`config.mk`:
```
export PLATFORM = sky130hd
export DESIGN_NAME = seg_rx_decode
export DESIGN_NICKNAME = d
export VERILOG_FILES = /design/src/rtl/seg_rx_decode.sv
export SDC_FILE = /design/constraint.sdc
export NUM_CORES = 1
export LEC_CHECK = 0
export CAP_MARGIN = 20
export CORE_MARGIN = 10
export CORE_UTILIZATION = 59
export CTS_BUF_LIST = sky130_fd_sc_hd__clkbuf_2
export DETAILED_ROUTE_END_ITERATION = 8
export PLACE_DENSITY = 0.85
export SYNTH_ARGS = -nofsm -noshare
export SYNTH_HDL_FRONTEND = slang
export SYNTH_SLANG_ARGS = --single-unit
```
`constraint.sdc`:
```
create_clock -name clk -period 4.5 [get_ports clk]
set_input_delay 0.9 -clock clk [delete_from_list [all_inputs] [get_ports clk]]
set_output_delay 0.9 -clock clk [all_outputs]
set_load 0.05 [all_outputs]
```
`src/rtl/seg_rx_decode.sv`:
```
// Seven-segment receive path: debounces a sampled segment bus, decodes it to a hex digit, and checks
// each step against the mod-6 forward/alternate counter sequences. SEG_ACTIVE_HIGH_EN selects an active-high bus.
`timescale 1ns/1ps
module seg_rx_decode #(
  parameter int unsigned STABLE_CNT = 4,
  parameter int unsigned MODULUS    = 6
) (
  input  logic       clk,
  input  logic       reset,
  input  logic       sample_en,
  input  logic [6:0] seg_in,
  output logic [3:0] value,
  output logic       valid,
  output logic       new_pulse,
  output logic       invalid,
  output logic [1:0] step_code,
  output logic       in_est,
  output logic [7:0] err_count
);

  localparam int unsigned SEG_W = 7;
  localparam int unsigned CNT_W = 3;
  localparam int unsigned VAL_W = 4;
  localparam int unsigned ERR_W = 8;

  typedef enum logic [1:0] {
    EMPTY    = 2'd0,
    SETTLING = 2'd1,
    LOCKED   = 2'd2
  } state_t;

  localparam logic [1:0] STEP_NONE = 2'b00;
  localparam logic [1:0] STEP_FWD  = 2'b01;
  localparam logic [1:0] STEP_ALT  = 2'b10;
  localparam logic [1:0] STEP_ILL  = 2'b11;

  // Internal segment view is always active-low.
  logic [SEG_W-1:0] seg;
`ifdef SEG_ACTIVE_HIGH_EN
  assign seg = ~seg_in;
`else
  assign seg = seg_in;
`endif

  // {ok, digit} for an active-low pattern.
  function automatic logic [VAL_W:0] decode(input logic [SEG_W-1:0] s);
    logic [VAL_W:0] r;
    r = '0;
    unique case (s)
      7'h40: r = {1'b1, 4'h0};
      7'h79: r = {1'b1, 4'h1};
      7'h24: r = {1'b1, 4'h2};
      7'h30: r = {1'b1, 4'h3};
      7'h19: r = {1'b1, 4'h4};
      7'h12: r = {1'b1, 4'h5};
      7'h02: r = {1'b1, 4'h6};
      7'h78: r = {1'b1, 4'h7};
      7'h00: r = {1'b1, 4'h8};
      7'h10: r = {1'b1, 4'h9};
      7'h08: r = {1'b1, 4'hA};
      7'h03: r = {1'b1, 4'hB};
      7'h46: r = {1'b1, 4'hC};
      7'h21: r = {1'b1, 4'hD};
      7'h06: r = {1'b1, 4'hE};
      7'h0E: r = {1'b1, 4'hF};
      default: r = '0;
    endcase
    return r;
  endfunction

  // Successor in the alternate sequence 0-3-1-5-4-2-0; F marks "no successor".
  function automatic logic [VAL_W-1:0] alt_next(input logic [VAL_W-1:0] p);
    logic [VAL_W-1:0] r;
    r = 4'hF;
    unique case (p)
      4'h0: r = 4'h3;
      4'h3: r = 4'h1;
      4'h1: r = 4'h5;
      4'h5: r = 4'h4;
      4'h4: r = 4'h2;
      4'h2: r = 4'h0;
      default: r = 4'hF;
    endcase
    return r;
  endfunction

  state_t           state_q, state_d;
  logic [SEG_W-1:0] cand_q, cand_d;
  logic [CNT_W-1:0] cnt_q, cnt_d;
  logic [VAL_W-1:0] value_q, value_d;
  logic             valid_q, valid_d;
  logic             new_pulse_q, new_pulse_d;
  logic             invalid_q, invalid_d;
  logic [1:0]       step_code_q, step_code_d;
  logic             in_est_q, in_est_d;
  logic [ERR_W-1:0] err_count_q, err_count_d;

  logic             accept;
  logic             err_inc;
  logic [VAL_W:0]   dec;
  logic [VAL_W-1:0] fwd_next;
  logic             in_range;

  always_ff @(posedge clk or negedge reset) begin
    if (!reset) begin
      state_q     <= EMPTY;
      cand_q      <= 7'h7F;
      cnt_q       <= '0;
      value_q     <= '0;
      valid_q     <= 1'b0;
      new_pulse_q <= 1'b0;
      invalid_q   <= 1'b0;
      step_code_q <= STEP_NONE;
      in_est_q    <= 1'b0;
      err_count_q <= '0;
    end else begin
      state_q     <= state_d;
      cand_q      <= cand_d;
      cnt_q       <= cnt_d;
      value_q     <= value_d;
      valid_q     <= valid_d;
      new_pulse_q <= new_pulse_d;
      invalid_q   <= invalid_d;
      step_code_q <= step_code_d;
      in_est_q    <= in_est_d;
      err_count_q <= err_count_d;
    end
  end

  always_comb begin
    state_d     = state_q;
    cand_d      = cand_q;
    cnt_d       = cnt_q;
    value_d     = value_q;
    valid_d     = valid_q;
    new_pulse_d = 1'b0;
    invalid_d   = invalid_q;
    step_code_d = step_code_q;
    in_est_d    = in_est_q;
    accept      = 1'b0;
    err_inc     = 1'b0;
    dec         = '0;
    fwd_next    = '0;
    in_range    = 1'b0;

    // Debounce: a pattern must match for STABLE_CNT consecutive samples.
    if (sample_en) begin
      unique case (state_q)
        EMPTY: begin
          cand_d  = seg;
          cnt_d   = CNT_W'(1);
          state_d = SETTLING;
        end
        SETTLING: begin
          if (seg == cand_q) begin
            cnt_d = cnt_q + CNT_W'(1);
          end else begin
            cand_d = seg;
            cnt_d  = CNT_W'(1);
          end
        end
        LOCKED: begin
          if (seg != cand_q) begin
            cand_d  = seg;
            cnt_d   = CNT_W'(1);
            state_d = SETTLING;
          end
        end
        default: state_d = EMPTY;
      endcase
      if (state_d == SETTLING && cnt_d >= CNT_W'(STABLE_CNT)) begin
        accept  = 1'b1;
        state_d = LOCKED;
      end
    end

    dec      = decode(cand_d);
    fwd_next = (value_q == VAL_W'(MODULUS - 1)) ? '0 : value_q + VAL_W'(1);
    in_range = (value_q < VAL_W'(MODULUS)) && (dec[VAL_W-1:0] < VAL_W'(MODULUS));

    if (accept) begin
      if (dec[VAL_W]) begin
        value_d     = dec[VAL_W-1:0];
        valid_d     = 1'b1;
        invalid_d   = 1'b0;
        new_pulse_d = 1'b1;
        step_code_d = STEP_NONE;
        if (valid_q) begin
          if (in_range && dec[VAL_W-1:0] == fwd_next) begin
            step_code_d = STEP_FWD;
            in_est_d    = 1'b1;
          end else if (in_range && dec[VAL_W-1:0] == alt_next(value_q)) begin
            step_code_d = STEP_ALT;
            in_est_d    = 1'b0;
          end else begin
            step_code_d = STEP_ILL;
            err_inc     = 1'b1;
          end
        end
      end else begin
        valid_d     = 1'b0;
        invalid_d   = 1'b1;
        step_code_d = STEP_NONE;
        err_inc     = 1'b1;
      end
    end

    err_count_d = (err_inc && err_count_q != '1) ? err_count_q + ERR_W'(1) : err_count_q;
  end

  assign value     = value_q;
  assign valid     = valid_q;
  assign new_pulse = new_pulse_q;
  assign invalid   = invalid_q;
  assign step_code = step_code_q;
  assign in_est    = in_est_q;
  assign err_count = err_count_q;

endmodule

```
== Word-level counts from Yosys, hierarchy flattened ==
Cells that the tools add are included.

* Logic and storage cells: 90
* Input port bits: 10
* Register bits: 30
* Output and inout bits: 18

* Order comparisons: 3
* Eq/ne operators: 28
* Mux-type cells: 35
* Add/subtract/negate cells: 3
* Reduce and logical (&&, ||, !) cells: 11

{| class="wikitable"
|+ Operators by type and width
! operator !! count
|-
| $pmux 5 s16 || 1
|-
| $eq 7x7->1 const B || 4
|-
| $pmux 4 s6 || 1
|-
| $eq 7x5->1 const B || 3
|-
| $eq 7x6->1 const B || 3
|-
| $mux 7 || 3
|-
| $pmux 7 s3 || 1
|-
| $mux 4 || 5
|-
| $eq 7x2->1 const B || 2
|-
| $eq 7x4->1 const B || 2
|-
| $mux 1 || 13
|-
| $mux 2 || 6
|-
| $mux 3 || 3
|-
| $pmux 3 s3 || 1
|-
| $add 8x1->8 const B || 1
|-
| $eq 4x2->1 const B || 2
|-
| $eq 4x3->1 const B || 2
|-
| $eq 4x4->1 || 2
|-
| $lt 4x3->1 const B || 2
|-
| $ne 8x8->1 const B || 1
|-
| $eq 7x3->1 const B || 1
|-
| $eq 7x7->1 || 1
|-
| $logic_not 7->1 || 1
|-
| $ne 7x7->1 || 1
|-
| 13 further kinds || 18
|}

== Longest topological paths before layout ==
* Depth after elaboration: 21
* Mapped depth: 13
* Depth with buffers taken out: 11

== Least setup slack after synthesis ==
No wires, ideal clock.

* Path type: in2reg
* From: input port seg_in[0]
* To: register err_count_q[1], in the netlist err_count[1]
* Required time: 4.375 ns
* Data arrival time: 3.531 ns
* Path buffers: 1
* Slack: 0.843 ns
* Stages: 11
* Setup time: 0.125 ns
* Path through: buf_2 > or3b_1 > a2111oi_0 > or3_4 > a21oi_4 > a21oi_4 > and4b_1 > nor4_2 > a211oi_2 > nor3b_2 > mux2_4

* Word-level cells in the longest chain between the ends: 15
* Elaborated cells on any way between the ends: 47
* Classes of those cells: 2 x order compare; 20 x eq/ne; 19 x mux; 6 x reduce/logical

{| class="wikitable"
|+ Ends and longest elaborated chain
! what !! line !! RTL
|-
| start: declaration || 11 || <nowiki>input logic [6:0] seg_in,</nowiki>
|-
| $ne 7x7->1 / $eq 7x7->1 (equally long branches) || 163, 155 ||
|-
| $mux 7, on equally long branches || 163, 155 ||
|-
| $pmux 7 s3 || 148 || <nowiki>unique case (state_q)</nowiki>
|-
| $mux 7 || 147 || <nowiki>if (sample_en) begin</nowiki>
|-
| $eq 7x4->1, or another cell as far along || 49 || <nowiki>unique case (s)</nowiki>
|-
| $pmux 5 s16 || 49 ||
|-
| $lt 4x3->1 || 179 || <nowiki>in_range = (value_q < VAL_W'(MODULUS)) && (dec[VAL_W-1:0] < VAL_W'(MODULUS));</nowiki>
|-
| $logic_and 1x1->1 || 179 ||
|-
| $logic_and 1x1->1 || 192 || <nowiki>end else if (in_range && dec[VAL_W-1:0] == alt_next(value_q)) begin</nowiki>
|-
| $mux 1 || 192 ||
|-
| $mux 1 || 189 || <nowiki>if (in_range && dec[VAL_W-1:0] == fwd_next) begin</nowiki>
|-
| $mux 1 || 188 || <nowiki>if (valid_q) begin</nowiki>
|-
| $mux 1 || 182 || <nowiki>if (dec[VAL_W]) begin</nowiki>
|-
| $mux 1 * || 181 || <nowiki>if (accept) begin</nowiki>
|-
| $logic_and 1x1->1 * || 208 || <nowiki>err_count_d = (err_inc && err_count_q != '1) ? err_count_q + ERR_W'(1) : err_count_q;</nowiki>
|-
| end signal: assignment || 126 || <nowiki>err_count_q <= err_count_d;</nowiki>
|-
| end: declaration || 96 || <nowiki>logic [ERR_W-1:0] err_count_q, err_count_d;</nowiki>
|}

Every way passes the cells marked *; elsewhere a longest branch is shown, timed or not. The select of a mux whose other input is x is not followed.
A chain may end at the register's enable or synchronous reset.

== Final worst setup path ==
Same ends and word-level chain as after synthesis.

==> flow_summary.yaml <==
run_status:
  outcome: "finished, final reports clean"
cells_and_area:
  layout_common_cells: "nand2_1, clkdlybuf4s50_1, dfrtp_1, nor2_1, xor2_1"
  area_growth_pct: 14.2
  stdcell_count: 362
  layout_commonest_cell: "nand2_1"
  antennaDiodeCount: 0
  fillers: 329
  drive_gt1_share_pct: 18.6
  nNetsFinal: 323
power:
  p_clk_share_pct: 23.4
  ir_worst_vdd_mv: 0.154
  seqPwrFrac_pct: 49.9
  intPower_mw: 0.391
  p_per_area_nw_per_um2: 209
  p_comb_share_pct: 26.7
  switching_share_pct: 36.2
  p_sw_mw: 0.222
  p_leak_nw: 1.23
clock_tree:
  ctsResizeCount: 0
  insertion_delay_ns: 0.40
  path_clk_slew_ns: 0.17
  cts_sinks: 30
  postCtsHoldBufs: 0
  cts_tree: "done"
  root_buffer: "clkbuf_2"
  clk_path_buf_depth: 2
  htreeDepth: 2
  cts_setup_buffers: 0
  cts_made_buffers: 5
detailed_routing:
  drt-wirelength-per-cell_um: 17.5
  via_count: 2339
  wl_um: 6350
  postRouteAntennaNets: 0
  drt_iter0_markers: 287
  drc: 0
  vias_per_cell: 6.46
  drt-pass1-iter-count: 5
sta:
  setup_tns_ns: 0
  min_period_ns: 3.97
  whs_ns: 0.493
  setup_viol: 0
  rsz0062_at_grt: "no"
  finalCritPeriodShare_pct: 88.3
  hold_viol_final: 0
  max-slew-margin-rel_pct: 58.6
  maxSlewViolCount: 0
  fin_ws_ns: 0.527
  worst_pin_slew_ns: 0.619
  fin_skew_ns: 0.0317
  fmax_ghz: 0.252
global_routing:
  grt_pass1_wl_um: 10800
  antenna_found_initial: 0
  overflow: 0
  grt_max_degree: 31
  grt_pass1_vias: 2218
  grt_util_all_layers_pct: 17.6
worst_setup_path:
  endpoint_kind: "flop"
  crit_type: "in -> reg"
  cp.arrival_ns: 4.26
  path_max_fanout: 11
  startpoint_type: "input pin"
  cp_data_required_time_ns: 4.79
placed_design:
  dp_cells: 354
  io_buffers: 27
  preCtsSetupSlack_ns: 0.144
  gp_congestion: 0.951
  dpl.hpwl_um: 4660
floorplan:
  dieArea_um2: 7380
  start_util_pct: 62.3
  fp.dieW_um: 85.9
  io_pins: 28
  coreArea_um2: 4120
  rows: 23
  die_h_um: 85.9
synthesis:
  synth_cells: 283
  ys.flop_type: "dfrtp_1"
  async_reset_ff_share_pct: 100
  avgSynthCellArea_um2: 9.05
  ys_ff_latch: 30
  synth_area_leaders: "dfrtp_1, dfstp_2, xor2_1, nand2_1, nor2_1"
  seq_area_frac_synth_pct: 29.6
  synth_cell_types: 78
  yosysWarnings: 0
  synth-edff-count: 0
  yosys.area.top_type: "dfrtp_1"
  netlist.area_leader.share_pct: 22.5
  syn-num-nets: 295
  synth_area_um2: 2560
run:
  cap_violations: 0
worst_hold_path:
  hp-class: "reg -> reg"
-- state kept, by name (all words and copies together) (netlist names), named ones only --
name / flops
err_count: 8
cand_q: 7
value: 4
cnt_q: 2
state_q: 2
step_code: 2
in_est: 1
invalid: 1
new_pulse: 1
valid: 1
-- worst paths after layout --
kind                       startpoint            to  slack [ns]  cells past startpoint
max                         seg_in[0]  err_count[1]        0.53                     11
min                          cnt_q[0]      cnt_q[0]        0.49                      1
max reg2reg                 cand_q[5]  err_count[1]        0.85                     10
min reg2reg                  cnt_q[0]      cnt_q[0]        0.49                      1
max in group asynchronous       reset     cand_q[3]        3.29                      2
min in group asynchronous       reset      value[0]        0.86                      2
-- cells by family (layout without fill, tap and decap cells) --
group / after synthesis / in the layout / synth area share (%)
compound gates: 58 / 58 / 18.8
xor+xnor: 17 / 17 / 5.81
fa+ha+maj: 2 / 2 / 0.976
buf+inv: 26 / 55 / 5.18
flops: 30 / 30 / 29.6
mux: 17 / 17 / 8.01
simple gates: 133 / 133 / 31.6
-- layer usage --
metal  vias up  GRT usage (%)  share of wire [%]
li1       1122              -                  -
met1      1111           22.3                 43
met2       100           28.1                 47
met3         6           5.68                8.9
met4         0           4.19               0.71
met5         -              0                  0
-- critical path, cell delays in order --
cell	delay [ns]
clkdlybuf4s50_1	0.56
or3b_1	0.42
a2111oi_0	0.47
or3_4	0.23
a21oi_4	0.07
a21oi_4	0.28
and4b_1	0.24
nor4_2	0.34
a211oi_2	0.15
nor3b_2	0.27
mux2_4	0.32
-- area by class of cell --
cell class	count	area, um2	area share, %
multi-input combinational	227	1670	57.1
clock buffer	5	25.0	0.855
tap	50	62.6	2.14
timing repair buffer	39	360	12.3
clock inverter	3	16.3	0.556
sequential	30	759	26.0
inverter	8	32.5	1.11
-- per-stage QoR --
step	power (mW)	util, %	area, um2
after floorplan	0.428	-	2560
after global placement	0.466	70.1	2890
after detailed placement	0.471	70.1	2890
after CTS	0.615	71.1	2930
after global routing	0.643	71.1	2930
final	0.613	71.1	2930
-- Yosys cell counts (4+ instances only) --
| cell | number |
|---|---|
| nor2_1 | 22 |
| nand2_1 | 29 |
| xor2_1 | 15 |
| buf_2 | 5 |
| mux2i_1 | 7 |
| o21ai_0 | 13 |
| nor3_1 | 10 |
| a211oi_1 | 4 |
| clkbuf_1 | 9 |
| or3_1 | 5 |
| mux2_2 | 6 |
| dfstp_2 | 7 |
| inv_1 | 7 |
| dfrtp_1 | 23 |
| nand4_1 | 6 |
| nand3_1 | 8 |
-- power groups by stage --
stage	combinational (mW)	sequential (mW)	clock [mW]
6_report	0.163	0.306	0.144
5_1_grt	0.178	0.309	0.156
4_1_cts	0.162	0.306	0.147
3_5_place_dp	0.161	0.310	0
3_3_place_gp	0.157	0.309	0
2_1_floorplan	0.135	0.293	0
(Power assumes the default switching activity.)
